### config.mk
export PLATFORM = sky130hd
export DESIGN_NAME = ps2_host_tx
export DESIGN_NICKNAME = d
export VERILOG_FILES = /design/src/rtl/ps2_host_tx.sv
export SDC_FILE = /design/constraint.sdc
export NUM_CORES = 1
export LEC_CHECK = 0
export ABC_AREA = 1
export CAP_MARGIN = 20
export CORE_MARGIN = 1.5
export CORE_UTILIZATION = 30
export CTS_CLUSTER_DIAMETER = 100
export CTS_CLUSTER_SIZE = 10
export DETAILED_ROUTE_END_ITERATION = 10
export DONT_BUFFER_PORTS = 1
export GPL_TIMING_DRIVEN = 1
export PLACE_DENSITY = 0.52
export SLEW_MARGIN = 20
export SYNTH_ARGS = -nofsm -noshare
export SYNTH_HDL_FRONTEND = slang
export SYNTH_SLANG_ARGS = --single-unit
### constraint.sdc
create_clock -name m_clock -period 1.7 [get_ports m_clock]
set_input_delay 0.085 -clock m_clock [delete_from_list [all_inputs] [get_ports m_clock]]
set_output_delay 0.085 -clock m_clock [all_outputs]
set_load 0.1 [all_outputs]
### src/rtl/ps2_host_tx.sv
//============================================================================
// Module      : ps2_host_tx
// Description : PS/2 host-to-device command transmitter (request-to-send,
//               11-bit frame, device ACK, bus-idle wait, timeout).
// Revision    : 1.0 - initial release
//============================================================================
`default_nettype none

module ps2_host_tx #(
    parameter int INHIBIT_CYC = 5000,
    parameter int TIMEOUT_CYC = 750000,
    parameter int FILT        = 8
) (
    input  logic       m_clock,
    input  logic       p_reset_n,
    input  logic       tx_start,
    input  logic [7:0] tx_data,
    input  logic       ps2_clk_in,
    input  logic       ps2_dat_in,
    output logic       clk_oe,
    output logic       dat_oe,
    output logic       busy,
    output logic       done,
    output logic       ack_ok,
    output logic       err
);

    localparam int c_inh_w = $clog2(INHIBIT_CYC + 1);
    localparam int c_tmo_w = $clog2(TIMEOUT_CYC + 1);
    localparam int c_flt_w = $clog2(FILT + 1);

    typedef enum logic [2:0] {
        S_IDLE      = 3'd0,
        S_INHIBIT   = 3'd1,
        S_START     = 3'd2,
        S_SEND      = 3'd3,
        S_ACK       = 3'd4,
        S_WAIT_IDLE = 3'd5,
        S_DONE      = 3'd6
    } state_t;

    state_t               r_state_q, w_state_d;
    logic [1:0]           r_clk_sync_q, w_clk_sync_d;
    logic [1:0]           r_dat_sync_q, w_dat_sync_d;
    logic                 r_filt_q, w_filt_d;
    logic [c_flt_w-1:0]   r_filt_cnt_q, w_filt_cnt_d;
    logic [c_inh_w-1:0]   r_inh_cnt_q, w_inh_cnt_d;
    logic [c_tmo_w-1:0]   r_tmo_cnt_q, w_tmo_cnt_d;
    logic [3:0]           r_n_q, w_n_d;
    logic [8:0]           r_shift_q, w_shift_d;
    logic                 r_ack_ok_q, w_ack_ok_d;
    logic                 r_err_q, w_err_d;

    logic w_clk_s;
    logic w_dat_s;
    logic w_fe;
    logic w_tmo_hit;

    assign w_clk_s = r_clk_sync_q[1];
    assign w_dat_s = r_dat_sync_q[1];

    // Synchronizers and CLK glitch filter: the level flips only after FILT
    // consecutive samples disagree with it.
    always_comb begin
        w_clk_sync_d = {r_clk_sync_q[0], ps2_clk_in};
        w_dat_sync_d = {r_dat_sync_q[0], ps2_dat_in};
        w_filt_d     = r_filt_q;
        w_filt_cnt_d = '0;
        w_fe         = 1'b0;
        if (w_clk_s != r_filt_q) begin
            if (r_filt_cnt_q == c_flt_w'(FILT - 1)) begin
                w_filt_d = w_clk_s;
                w_fe     = r_filt_q;
            end else begin
                w_filt_cnt_d = r_filt_cnt_q + c_flt_w'(1);
            end
        end
    end

    assign w_tmo_hit = (r_tmo_cnt_q == c_tmo_w'(TIMEOUT_CYC - 1));

    always_comb begin
        w_state_d   = r_state_q;
        w_inh_cnt_d = r_inh_cnt_q;
        w_tmo_cnt_d = r_tmo_cnt_q;
        w_n_d       = r_n_q;
        w_shift_d   = r_shift_q;
        w_ack_ok_d  = r_ack_ok_q;
        w_err_d     = r_err_q;
        clk_oe      = 1'b0;
        dat_oe      = 1'b0;
        busy        = 1'b0;
        done        = 1'b0;

        case (r_state_q)
            S_IDLE: begin
                if (tx_start) begin
                    w_shift_d   = {~^tx_data, tx_data};
                    w_ack_ok_d  = 1'b0;
                    w_err_d     = 1'b0;
                    w_inh_cnt_d = '0;
                    w_state_d   = S_INHIBIT;
                end
            end
            S_INHIBIT: begin
                busy   = 1'b1;
                clk_oe = 1'b1;
                if (r_inh_cnt_q == c_inh_w'(INHIBIT_CYC - 1)) begin
                    w_inh_cnt_d = '0;
                    w_state_d   = S_START;
                end else begin
                    w_inh_cnt_d = r_inh_cnt_q + c_inh_w'(1);
                end
            end
            S_START: begin
                busy        = 1'b1;
                clk_oe      = 1'b1;
                dat_oe      = 1'b1;
                w_tmo_cnt_d = '0;
                w_n_d       = '0;
                w_state_d   = S_SEND;
            end
            S_SEND: begin
                busy   = 1'b1;
                // n==0 is still the start bit; afterwards shift[0] is on the wire
                dat_oe = (r_n_q == 4'd0) ? 1'b1 : ~r_shift_q[0];
                if (w_tmo_hit) begin
                    w_err_d    = 1'b1;
                    w_ack_ok_d = 1'b0;
                    w_state_d  = S_DONE;
                end else begin
                    w_tmo_cnt_d = r_tmo_cnt_q + c_tmo_w'(1);
                    if (w_fe) begin
                        w_n_d = r_n_q + 4'd1;
                        if (r_n_q != 4'd0) begin
                            w_shift_d = {1'b1, r_shift_q[8:1]};
                        end
                        if (r_n_q == 4'd9) begin
                            w_state_d = S_ACK;
                        end
                    end
                end
            end
            S_ACK: begin
                busy = 1'b1;
                if (w_tmo_hit) begin
                    w_err_d    = 1'b1;
                    w_ack_ok_d = 1'b0;
                    w_state_d  = S_DONE;
                end else begin
                    w_tmo_cnt_d = r_tmo_cnt_q + c_tmo_w'(1);
                    if (w_fe) begin
                        w_n_d      = r_n_q + 4'd1;
                        w_ack_ok_d = ~w_dat_s;
                        w_state_d  = S_WAIT_IDLE;
                    end
                end
            end
            S_WAIT_IDLE: begin
                busy = 1'b1;
                if (w_tmo_hit) begin
                    w_err_d    = 1'b1;
                    w_ack_ok_d = 1'b0;
                    w_state_d  = S_DONE;
                end else begin
                    w_tmo_cnt_d = r_tmo_cnt_q + c_tmo_w'(1);
                    if (r_filt_q && w_dat_s) begin
                        w_state_d = S_DONE;
                    end
                end
            end
            S_DONE: begin
                done      = 1'b1;
                w_state_d = S_IDLE;
            end
            default: begin
                w_state_d = S_IDLE;
            end
        endcase
    end

    always_ff @(posedge m_clock) begin
        if (!p_reset_n) begin
            r_state_q    <= S_IDLE;
            r_clk_sync_q <= 2'b11;
            r_dat_sync_q <= 2'b11;
            r_filt_q     <= 1'b1;
            r_filt_cnt_q <= '0;
            r_inh_cnt_q  <= '0;
            r_tmo_cnt_q  <= '0;
            r_n_q        <= '0;
            r_shift_q    <= '0;
            r_ack_ok_q   <= 1'b0;
            r_err_q      <= 1'b0;
        end else begin
            r_state_q    <= w_state_d;
            r_clk_sync_q <= w_clk_sync_d;
            r_dat_sync_q <= w_dat_sync_d;
            r_filt_q     <= w_filt_d;
            r_filt_cnt_q <= w_filt_cnt_d;
            r_inh_cnt_q  <= w_inh_cnt_d;
            r_tmo_cnt_q  <= w_tmo_cnt_d;
            r_n_q        <= w_n_d;
            r_shift_q    <= w_shift_d;
            r_ack_ok_q   <= w_ack_ok_d;
            r_err_q      <= w_err_d;
        end
    end

    assign ack_ok = r_ack_ok_q;
    assign err    = r_err_q;

endmodule

`default_nettype wire

== After elaboration in Yosys (flattened, before gate mapping) ==
Cells that the tools add are included.
Storage, ports and cells
  bits in registers: 60
  output and inout port bits: 6
  bits of input ports: 13
Operators by class
  reduce and logical (&&, ||, !) cells: 25
  equality and inequality tests: 25
  add/subtract/negate cells: 4
  bitwise logic cells: 4
  muxes and demuxes: 37
Operator list (count)
  $pmux 20 s2: 1
  $mux 9: 4
  $mux 3: 9
  $mux 13: 2
  $pmux 13 s2: 1
  $add 20x1->20 const B: 1
  $eq 20x20->1 const B: 1
  $mux 20: 1
  $pmux 3 s6: 1
  $pmux 9 s2: 1
  $ne 2x2->1 const B: 7
  $add 13x1->13 const B: 1
  $eq 13x13->1 const B: 1
  $ne 3x3->1 const B: 4
  $mux 1: 11
  $reduce_bool 2->1: 5
  $eq 3x3->1 const B: 3
  $add 4x1->4 const B: 2
  $mux 4: 2
  $pmux 4 s2: 1
  $reduce_xnor 8->1: 1
  $eq 3x2->1 const B: 2
  $ne 2x1->1 const B: 3
  $reduce_and 2->1: 3
  19 further kinds: 27

== Longest topological paths before layout ==
  depth in word-level cells: 6
  gate-level depth with buffers: 13
  mapped depth without buffers: 13

== Worst setup path after synthesis ==
OpenSTA, ideal clock, no wires.
  path type: register -> output
  start point: reg r_state_q[2]
  end point: out done
  arrival: 2598 ps
  stages on the path, launching flop included: 3
  setup slack: -983 ps
  required time: 1615 ps
  cell sequence: dfxtp_1 -> inv_2 -> nor3_1
Between the ends
  cells in the longest elaborated chain, start to end: 2
Ends and longest elaborated chain
  start, declared: line 42  | state_t r_state_q, w_state_d;
  start signal, assigned: line 196  | r_state_q <= w_state_d;
  $eq 3x3->1: line 95  | case (r_state_q)
  $mux 1: line 95
  end, declared: line 23  | output logic done,
Every way passes these cells.

== Final worst setup path ==
  start point: reg r_state_q[2]
  end point: out clk_oe
Between the ends
  cells in the longest elaborated chain, start to end: 3
  elaborated cells between the ends (all ways): 4
  classes of those cells: eq/ne (2); mux (1); reduce/logical (1)
Ends and longest elaborated chain
  $eq 3x1->1 or $eq 3x2->1 (tied branches): line 95
  $reduce_or 2->1 (no source line) *
  $mux 1 *: line 95
  end, declared: line 20  | output logic clk_oe,
Every way passes the cells marked *; elsewhere a longest branch is shown, timed or not.

==> metrics.md <==
| Metric | Value |
|---|---|
| Global-route wire length before repair | `14.4 mm` |
| Die width | `108 um` |
| Setup-failing EPs final | `0` |
| Largest net degree at the start of global routing | `24` |
| Initial Util | `30.7%` |
| RR Startpoint | `r_state_q[2]$_SDFFE_PN0P_` |
| Gate Count Post-Synth | `503` |
| Max-cap viol count | `0` |
| Critical path data arrival time | `1.55 ns` |
| R2R depth | `9` |
| CP required | `1.62 ns` |
| Worst Setup End Kind | `output pin` |
| WHS Endpoint | `r_state_q[0]$_SDFFE_PN0P_` |
| DP Worst Slack | `-0.0138 ns` |
| Antenna Nets Post-Route | `0` |
| RSZ-0062 raised after global routing | `true` |
| Final Cycle Share | `96.4%` |
| Core area | `10800 um^2` |
| Hold Vio Cnt, Final | `0` |
| Hold Path Depth | `4` |
| Netlist Area Pre-Place | `3310 um^2` |
| Sequential element share of the synthesized area | `36.3%` |
| HPWL Detailed | `5.83 mm` |
| Min Hold Slack | `0.0403 ns` |
| CTS Buf Count | `9` |
| Total die area | `11700 um^2` |
| Peak supply drop | `1.51 mV` |
| Sink Count | `60` |
| H-tree levels | `3` |
| Fmax | `610 MHz` |
| Detailed Route Iter0 Violations | `108` |
| Syn-to-layout area delta | `25.1%` |
| Syn Area/Cell | `6.59 um^2` |
| Synth top area share | `36.3%` |
| Root Buffer | `clkbuf_8` |
| Clk_lat worst skew | `0.36 ns` |
| Fin crit period | `1.64 ns` |
| Rel. slew slack | `36.9%` |
| DR vias | `3250` |
| Post-synth cell types | `38` |
| Die height | `108 um` |
| Most frequent cells after synthesis | `nand2_1 (137), nor2_1 (76), dfxtp_1 (60)` |
| Critical Path Fanout Max | `4` |
| Synth top area cells | `dfxtp_1 (36%), nand2_1 (16%), nor2_1 (8.6%), a21oi_1 (5.3%), nand3_1 (5.3%)` |
| TritonRoute pass-1 iters | `6` |
| CTS tree | `yes` |
| R2r endpoint | `r_tmo_cnt_q[14]$_SDFFE_PN0P_` |
| Most common cell in the netlist | `nand2_1` |
| Total track usage | `15.8%` |
| Final instance area | `4150 um^2` |
| Hold Path Class | `primary input to flip-flop` |
| HP Start | `tx_start` |
| PwrDens | `1260 nW/um^2` |
| Post-synth EDFFs | `0` |
| Clk slew on worst S/H paths | `0.08 ns` |
| Gr ovfl total | `0` |
| Syn_nets | `522` |
| Wire per inst | `11.8 um` |
| DRC | `0` |
| Total power | `5.23 mW` |
| Rows | `38` |
| Port buffer count | `0` |
| GP Congestion | `0.851` |
| Num ports | `19` |
| Clock Skew | `0.00815 ns` |
| Synth Register Bits | `60` |
| WL final | `8.27 mm` |
| Number of global-route vias before repair | `3072` |
| Reg2reg setup slack | `0.11 ns` |
| Asr flop ratio synth | `0%` |
| Final worst setup slack | `0.0604 ns` |
| Ant. Diodes | `0` |
| Worst-Margin Slew | `0.947 ns` |
| Post-synth top area cell | `dfxtp_1` |
| Slew Viols, Final | `0` |
| Leak | `1.66 nW` |
| Main flop type after synthesis | `dfxtp_1` |
| Vias/cell | `4.65` |
| YS warnings | `0` |
| Crit path kind | `flip-flop to output pin` |
| Post-DP Area | `3720 um^2` |
| Outcome | `finished, final reports clean` |
| Final nets | `573` |
| Layout cells sized above 1 | `20.2%` |
| CP Launch Type | `flip-flop` |
| Initial antenna violation count | `0` |
| Max clock buf depth | `2` |
-- through the flow --
stage,util (%),std cells,setup TNS (ns)
2_1_floorplan,-,503,-0.138
3_3_place_gp,34.5,669,-0.00176
3_5_place_dp,34.5,669,-0.0496
4_1_cts,37.2,696,-0.00105
5_1_grt,38.4,699,-0.00941
6_report,38.4,699,0
-- registers in the layout (all words and copies together), names as in the netlist --
register / cells
ack_ok: 1
err: 1
r_clk_sync_q: 2
r_dat_sync_q: 2
r_filt_cnt_q: 4
r_filt_q: 1
r_inh_cnt_q: 13
r_n_q: 4
r_shift_q: 9
r_state_q: 3
r_tmo_cnt_q: 20
-- layout make-up --
| cell class | count | area [um^2] |
|---|---|---|
| Inverter | 54 | 208 |
| Fill cell | 1149 | 6650 |
| Timing Repair Buffer | 49 | 418 |
| Tap cell | 140 | 175 |
| Multi-Input combinational cell | 380 | 1960 |
| Clock buffer | 9 | 124 |
| Clock inverter | 7 | 52.6 |
| Sequential cell | 60 | 1210 |
-- how the worst max path moves through the flow --
stage / from / end / slack, ns
2_1_floorplan: r_state_q[2]$_SDFFE_PN0P_ / done / -0.14
4_1_cts: r_state_q[2]$_SDFFE_PN0P_ / clk_oe / -0.001
3_5_place_dp: r_filt_cnt_q[0]$_SDFF_PP0_ / r_shift_q[0]$_SDFFE_PN0P_ / -0.01
3_3_place_gp: r_filt_cnt_q[0]$_SDFF_PP0_ / r_state_q[2]$_SDFFE_PN0P_ / -0.001
6_report: r_state_q[2]$_SDFFE_PN0P_ / clk_oe / 0.06
5_1_grt: r_inh_cnt_q[1]$_SDFFE_PN0P_ / r_state_q[1]$_SDFFE_PN0P_ / -0.007
-- critical path, stage by stage, from the launching register on --
cell and delay (ns):
dfxtp_1 0.33, inv_2 0.09, nand2_1 0.09, nor2_2 0.17, inv_2 0.09, buf_4 0.16, nand2_2 0.09, buf_12 0.18
-- layout by cell type (no fill, tap or decap), drive strengths merged, types with 10 or more instances in the layout --
cell           n
nand2        144
nor2          82
dfxtp         60
inv           54
buf           38
nand3         38
a21oi         35
o21ai         20
nor3          12
dlygate4sd3   10
-- per-layer routing --
layer	track usage, %	up-vias	wire [um]
met3	4.64	14	280
met1	20.6	1477	4130
met4	6.30	0	154
met2	24.3	44	3710
li1	-	1715	-
met5	0	-	0
-- cell families (layout without fill, tap and decap cells) --
logic type | count (synthesis) | count (layout) | share of synthesized area (%)
DFF | 60 | 60 | 36.3
AOI/OAI and AO/OA | 66 | 66 | 11.0
xor gates and xnor gates | 13 | 13 | 3.44
buffers and inverters | 63 | 119 | 8.16
adders and majority gates | 6 | 6 | 2.27
and+or+nand+nor | 295 | 295 | 38.9
-- what timing repair did --
item / 4_1_cts / 5_1_grt
gates resized for setup: 3 / 30
pin swaps: 0 / 4
gates cloned: 0 / 0
buffers inserted: 0 / 3
hold endpoints to repair: 30 / 0
hold buffers: 11 / 0
setup endpoints to repair: 13 / 34
-- report_power, final --
part	total [mW]	internal, mW	switching [mW]
Clock	1.17	0.531	0.635
Sequential	1.67	1.57	0.103
Combinational	2.39	0.801	1.59
Total	5.23	2.90	2.33
(Power assumes the default switching activity.)
